==> src/rtl/cache_mem_arbiter.sv <==
// Memory-port arbiter shared by the I-cache and D-cache line controllers.
// Holds a grant for the whole line transaction, then inserts one release
// cycle so a requester can drop an already-served request before the next
// arbitration.
// Build option: define ARB_ROUND_ROBIN_EN to alternate grants on
// simultaneous requests. By default the D-cache has fixed priority.
module cache_mem_arbiter #(
  parameter int unsigned ADDR_WIDTH = 16,
  parameter int unsigned LINE_WIDTH = 128
) (
  input  logic                  clk,
  input  logic                  rst,
  // I-cache side
  input  logic                  i_mem_read,
  input  logic                  i_mem_write,
  input  logic [ADDR_WIDTH-1:0] i_mem_address,
  input  logic [LINE_WIDTH-1:0] i_mem_wdata,
  output logic [LINE_WIDTH-1:0] i_mem_rdata,
  output logic                  i_mem_resp,
  // D-cache side
  input  logic                  d_mem_read,
  input  logic                  d_mem_write,
  input  logic [ADDR_WIDTH-1:0] d_mem_address,
  input  logic [LINE_WIDTH-1:0] d_mem_wdata,
  output logic [LINE_WIDTH-1:0] d_mem_rdata,
  output logic                  d_mem_resp,
  // Physical memory side
  output logic                  pmem_read,
  output logic                  pmem_write,
  output logic [ADDR_WIDTH-1:0] pmem_address,
  output logic [LINE_WIDTH-1:0] pmem_wdata,
  input  logic [LINE_WIDTH-1:0] pmem_rdata,
  input  logic                  pmem_resp
);

  typedef enum logic [1:0] {
    SIdle,
    SGrantI,
    SGrantD,
    SRelease
  } state_e;

  state_e state_q, state_d;
  logic   i_active, d_active;
  logic   pick_d;

`ifdef ARB_ROUND_ROBIN_EN
  logic last_d_q;  // 1: D-cache owned the most recent grant, 0: I-cache
  logic last_d_d;
`endif

  assign i_active = i_mem_read | i_mem_write;
  assign d_active = d_mem_read | d_mem_write;

  // Read data is broadcast; only resp tells a cache the data is theirs.
  assign i_mem_rdata = pmem_rdata;
  assign d_mem_rdata = pmem_rdata;

  // Arbitration decision used in idle: does D win this cycle?
  always_comb begin
`ifdef ARB_ROUND_ROBIN_EN
    pick_d = d_active & (~i_active | ~last_d_q);
`else
    pick_d = d_active;
`endif
  end

  // Next-state logic.
  always_comb begin
    state_d = state_q;
    unique case (state_q)
      SIdle: begin
        if (pick_d) begin
          state_d = SGrantD;
        end else if (i_active) begin
          state_d = SGrantI;
        end
      end
      SGrantI: begin
        if (pmem_resp || !i_active) state_d = SRelease;
      end
      SGrantD: begin
        if (pmem_resp || !d_active) state_d = SRelease;
      end
      SRelease: state_d = SIdle;
      default:  state_d = SIdle;
    endcase
  end

`ifdef ARB_ROUND_ROBIN_EN
  // Remember the owner as the grant is released (normal end or abort).
  always_comb begin
    last_d_d = last_d_q;
    if (state_d == SRelease) begin
      if (state_q == SGrantI) last_d_d = 1'b0;
      if (state_q == SGrantD) last_d_d = 1'b1;
    end
  end
`endif

  // State register with synchronous reset.
  always_ff @(posedge clk) begin
    if (rst) begin
      state_q  <= SIdle;
`ifdef ARB_ROUND_ROBIN_EN
      last_d_q <= 1'b0;
`endif
    end else begin
      state_q  <= state_d;
`ifdef ARB_ROUND_ROBIN_EN
      last_d_q <= last_d_d;
`endif
    end
  end

  // Forward the owner's transaction; everything quiet outside a grant.
  always_comb begin
    pmem_read    = 1'b0;
    pmem_write   = 1'b0;
    pmem_address = '0;
    pmem_wdata   = '0;
    i_mem_resp   = 1'b0;
    d_mem_resp   = 1'b0;
    unique case (state_q)
      SGrantI: begin
        pmem_read    = i_mem_read;
        pmem_write   = i_mem_write;
        pmem_address = i_mem_address;
        pmem_wdata   = i_mem_wdata;
        i_mem_resp   = pmem_resp;
      end
      SGrantD: begin
        pmem_read    = d_mem_read;
        pmem_write   = d_mem_write;
        pmem_address = d_mem_address;
        pmem_wdata   = d_mem_wdata;
        d_mem_resp   = pmem_resp;
      end
      SIdle, SRelease: ;
      default: ;
    endcase
  end

`ifndef SYNTHESIS
  // Owner must never read and write in the same cycle.
  a_i_rw_excl: assert property (@(posedge clk) disable iff (rst)
    (state_q == SGrantI) |-> !(i_mem_read && i_mem_write));
  a_d_rw_excl: assert property (@(posedge clk) disable iff (rst)
    (state_q == SGrantD) |-> !(d_mem_read && d_mem_write));
`endif

endmodule

==> config.mk <==
export PLATFORM = sky130hd
export DESIGN_NAME = cache_mem_arbiter
export DESIGN_NICKNAME = d
export VERILOG_FILES = /design/src/rtl/cache_mem_arbiter.sv
export SDC_FILE = /design/constraint.sdc
export NUM_CORES = 1
export LEC_CHECK = 0
export BUFFER_PORTS_ARGS = -buffer_cell sky130_fd_sc_hd__buf_2
export CAP_MARGIN = 40
export CORE_AREA = 3 3 321 323
export CTS_CLUSTER_DIAMETER = 100
export DETAILED_ROUTE_END_ITERATION = 8
export DIE_AREA = 0 0 324 326
export GPL_TIMING_DRIVEN = 0
export SYNTH_ARGS = -nofsm -noshare
export SYNTH_HDL_FRONTEND = slang
export SYNTH_SLANG_ARGS = --single-unit
==> constraint.sdc <==
create_clock -name clk -period 1.6 [get_ports clk]
set_input_delay 0.16 -clock clk [delete_from_list [all_inputs] [get_ports clk]]
set_output_delay 0.16 -clock clk [all_outputs]
set_load 0.01 [all_outputs]
======== Word level (Yosys, flattened, before mapping) ========
Cells that the tools add are included.
operators by class
  bitwise logic cells ..................... 2
  reduce and logical (&&, ||, !) cells .... 6
  multiplexer cells ....................... 11
  eq/ne operators ......................... 6
operators with widths
  kind                                           count
  case mux 128 bit (2 select lines)              1
  case mux 16 bit (2 select lines)               1
  two-way mux 2 bit                              4
  case mux 2 bit (4 select lines)                1
  == test 2 bit, second input constant           2
  != test 2 bit, second input constant           2
  case mux 1 bit (2 select lines)                2
  != test 3 bit, second input constant           1
  AND reduction 3 bit                            1
  == test 2 x 1 -> 1 bit, second input constant  1
  logical NOT 1 bit                              2
  logical NOT 2 bit                              1
  logical OR 1 bit                               2
  two-way mux 1 bit                              2
  bitwise OR 1 bit                               2
storage, ports and cells
  output and inout port bits .............. 404
  register bits after elaboration ......... 2
  word-level logic and storage cells ...... 26
  input bits .............................. 423

======== Longest topological paths before layout ========
  word-level depth ........................ 5
  mapped depth ............................ 6

======== Least setup slack after synthesis ========
OpenSTA, ideal clock, no wires.
  path kind ............................... reg2out
  from .................................... reg state_q[0]
  to ...................................... out pmem_address[14]
  required time ........................... 1.440 ns
  cell stages (with the launch flop) ...... 6
  data arrival time ....................... 1.402 ns
  setup slack ............................. 0.038 ns
  cell sequence ........................... dfxtp_1 > inv_1 > ha_1 > clkbuf_1 > clkbuf_1 > nor2b_1
between the ends
  cells in the longest elaborated chain, start to end .. 2
ends and longest elaborated chain
  what                                                     line  source
  start, declared                                          43    state_e state_q, state_d;
  start signal, assigned                                   104   state_q <= SIdle;
  start signal, assigned                                   109   state_q <= state_d;
  == test 2 bit or == test 2 x 1 -> 1 bit (tied branches)  124   unique case (state_q)
  case mux 16 bit (2 select lines) (*)                     124
  end, declared                                            30    output logic [ADDR_WIDTH-1:0] pmem_address,
Mark *: on every way between the ends. The rest lies on a longest branch, timed or not.

======== Worst setup path after layout ========
  from .................................... reg state_q[0]
  to ...................................... out pmem_wdata[28]
between the ends
  cells in the longest elaborated chain, start to end .. 2
ends and longest elaborated chain
  what                                                     line  source
  == test 2 bit or == test 2 x 1 -> 1 bit (tied branches)  124
  case mux 128 bit (2 select lines) (*)                    124
  end, declared                                            31    output logic [LINE_WIDTH-1:0] pmem_wdata,
Marked as above.

==> flow_summary.yaml <==
global_routing:
  grt.total_usage_pct: 12.5
  first_pass_grt_wire_length_microns: 83200
  number_of_global_route_vias_before_repair: 7302
  grt_start_max_net_pins: 11
  antenna_found_initial: 41
  globalRouteOverflowTotal: 0
layout:
  layout.cells.most_common_list: "607 x sky130_fd_sc_hd__buf_2, 271 x sky130_fd_sc_hd__buf_4, 132 x sky130_fd_sc_hd__a22oi_2, 109 x sky130_fd_sc_hd__buf_6, 82 x sky130_fd_sc_hd__nor2b_4"
  commonest_non_fill_non_tap_cell_in_the_layout: "sky130_fd_sc_hd__buf_2"
  fin_cells: 2696
  largest_registers: "state_q x2"
  final_layout_size_suffix_gt1_share_pct: 94.6
  largest_register_ffs: 2
  multi_input_area_sq_um: 3510
  filler_cell_count: 11493
  sequential_cell_area_sq_um: 47.5
  final_cell_utilization_of_the_core_pct: 13.0
  top_register: "state_q"
  finalNetCount: 1804
  synthToLayoutAreaGrowth_pct: 201
drt:
  detail-route-antenna-nets: 0
  drt-total-wl_microns: 72800
  violation_count_after_the_first_detailed_route_iteration: 218
  viasPerCell: 2.81
  drtPass1Iterations: 4
  drt_drc_violations_left: 0
  vias: 7563
  routedWlPerCell_microns: 27.0
setup_path:
  end_kind: "primary output"
  timing_worst_setup_path_type: "reg -> out"
  worstRegToRegCells: 9
  crit_path_start_kind: "flip-flop"
  required_ns: 1.44
  crit_arrival_ns: 2.04
  timing.critical_path.fanout_max: 9
clock_tree:
  cts-hold-fix-buffers: 0
  cts_buffers: 3
  clock_insertion_delay_worst_skew_ns: 0.23
  ctsLongestPathBuffers: 2
  tritoncts: "built"
  clk_transition_reported_paths_ns: 0.03
  cts-htree-levels: 1
  clock-sinks: 2
  clock-root-buffer: "sky130_fd_sc_hd__clkbuf_16"
synth:
  synth.cell_area_sq_um: 4320
  synthTopCellsByArea: "sky130_fd_sc_hd__buf_4 44%, sky130_fd_sc_hd__a22oi_1 25%, sky130_fd_sc_hd__nor2b_1 21%, sky130_fd_sc_hd__buf_2 2.3%, sky130_fd_sc_hd__clkbuf_1 2.3%"
  synth.yosys.seq_area_share_pct: 0.926
  number_of_synthesized_register_bits: 2
  asyncSetResetFlopFracSynth_pct: 0
  cells_after_synth: 619
  synth_warnings: 0
  netlist.area_leader.share_pct: 44.4
  synth_edf_count: 0
  cell_variety_after_synth: 19
  synthesis.area_per_instance_sq_um: 6.99
  synth.net_count: 1045
  synth-main-ff-cell: "sky130_fd_sc_hd__dfxtp_1"
  synthDominantAreaCellType: "sky130_fd_sc_hd__buf_4"
die:
  dieHeight_microns: 326
  die-width_microns: 324
  start_util_pct: 4.32
  die_area_sq_um: 106000
  core.rowCount: 116
  ios: 827
  core_area_sq_um: 100000
timing:
  fin_crit_ns: 2.20
  setup_violation_total_in_the_final_timing_report: 149
  tightestPinTransition_ns: 0.571
  totalNegativeSetupSlack_ns: -54.16
  report.final.slew_viol_count: 0
  fin_worst_skew_ns: 0.00267
  maxClockFrequency_ghz: 0.454
  layout_setup_ws_ns: -0.604
  slew_headroom_pct: 61.9
  min_period_over_period_pct: 138
  unrepaired_setup_endpoints_after_global_routing: "yes"
  finalHoldViolations: 0
  fin_hold_ws_ns: 0.199
run:
  drv.max_cap_violation_count: 0
placed_design:
  hpwl_reported_at_the_end_of_detailed_placement_microns: 64600
  numPortBuffers: 698
  rd_place_congestion: 0.863
  preCtsSetupSlack_ns: -1.24
  post-place-cells: 2619
status:
  failing_checks: "setup timing"
  run_status: "finished with violations"
power:
  power_per_cell_area_nw_per_um2: 1550
  leakage_power_summed_over_all_cells_nw: 5.99
  worst_ir_drop_vdd_mv: 0.779
hold_path:
  min_path_cells: 3
  hold_path_class: "in -> reg"
## logic make-up after synthesis
kind of cell | after synthesis | share of synthesized area [%]
buf+inv | 307 | 49.5
compound gates | 150 | 26.0
flops | 2 | 0.926
mux | 2 | 0.463
fa+ha+maj | 3 | 0.868
simple gates | 155 | 22.3
## critical path: stages (launching register included)
cell                      delay [ns]
sky130_fd_sc_hd__dfxtp_4        0.37
sky130_fd_sc_hd__inv_4          0.05
sky130_fd_sc_hd__ha_4           0.18
sky130_fd_sc_hd__buf_12         0.15
sky130_fd_sc_hd__buf_8          0.13
sky130_fd_sc_hd__buf_12         0.14
sky130_fd_sc_hd__a22oi_2        0.47
sky130_fd_sc_hd__nor2b_2        0.11
sky130_fd_sc_hd__buf_6          0.16
## layout make-up
cell class	instances	area share, %
Timing Repair Buffer	758	38.6
Multi-Input combinational cell	310	26.9
Buffer	300	20.5
Tap cell	1298	12.5
Clock buffer	3	0.577
Antenna cell	22	0.423
Sequential cell	2	0.365
Inverter	3	0.125
## metrics by stage
stage          cell area [sq um]  power, mW
5_1_grt                    13000       21.3
6_report                   13000       20.2
3_5_place_dp                9510       11.4
4_1_cts                    11700       17.1
2_1_floorplan               4320       5.10
3_3_place_gp                9440       10.3
## synthesized netlist by cell type, types with 2 or more instances
cell / number
sky130_fd_sc_hd__nor2_1: 3
sky130_fd_sc_hd__buf_2: 20
sky130_fd_sc_hd__mux2i_1: 2
sky130_fd_sc_hd__ha_1: 3
sky130_fd_sc_hd__dfxtp_1: 2
sky130_fd_sc_hd__inv_1: 2
sky130_fd_sc_hd__buf_4: 256
sky130_fd_sc_hd__a22oi_1: 146
sky130_fd_sc_hd__nor2b_1: 146
sky130_fd_sc_hd__clkbuf_1: 26
sky130_fd_sc_hd__and2_1: 3
sky130_fd_sc_hd__buf_1: 2
sky130_fd_sc_hd__nand2b_1: 2
## final timing paths
check / slack (ns) / start / to
max reg2reg: -0.04 / state_q[1]$_SDFFE_PP0P_ / state_q[0]$_SDFFE_PP0P_
min: 0.20 / rst / state_q[0]$_SDFFE_PP0P_
min reg2reg: 0.52 / state_q[0]$_SDFFE_PP0P_ / state_q[0]$_SDFFE_PP0P_
max: -0.60 / state_q[0]$_SDFFE_PP0P_ / pmem_wdata[28]
## metal layers
metal	wire length, microns	up-vias	track usage [%]
met4	1210	22	1.50
met5	149	-	0
li1	-	3416	-
met1	32900	3556	16.4
met3	5980	77	4.50
met2	32500	492	20.1
## power breakdown
part	switching [mW]	internal, mW	leakage (nW)	total [mW]
Clock	0.0617	0.318	0.0371	0.380
Sequential	0.0415	0.0873	0.0178	0.129
Combinational	9.56	10.2	5.94	19.7
## repair_timing
action / CTS / global route
setup buffers: 17 / 21
cloned: 12 / 11
pin swaps: 20 / 31
hold endpoints to repair: 0 / 0
resized for setup: 433 / 253
endpoints found under the setup margin: 149 / 149
(Power assumes the default switching activity.)
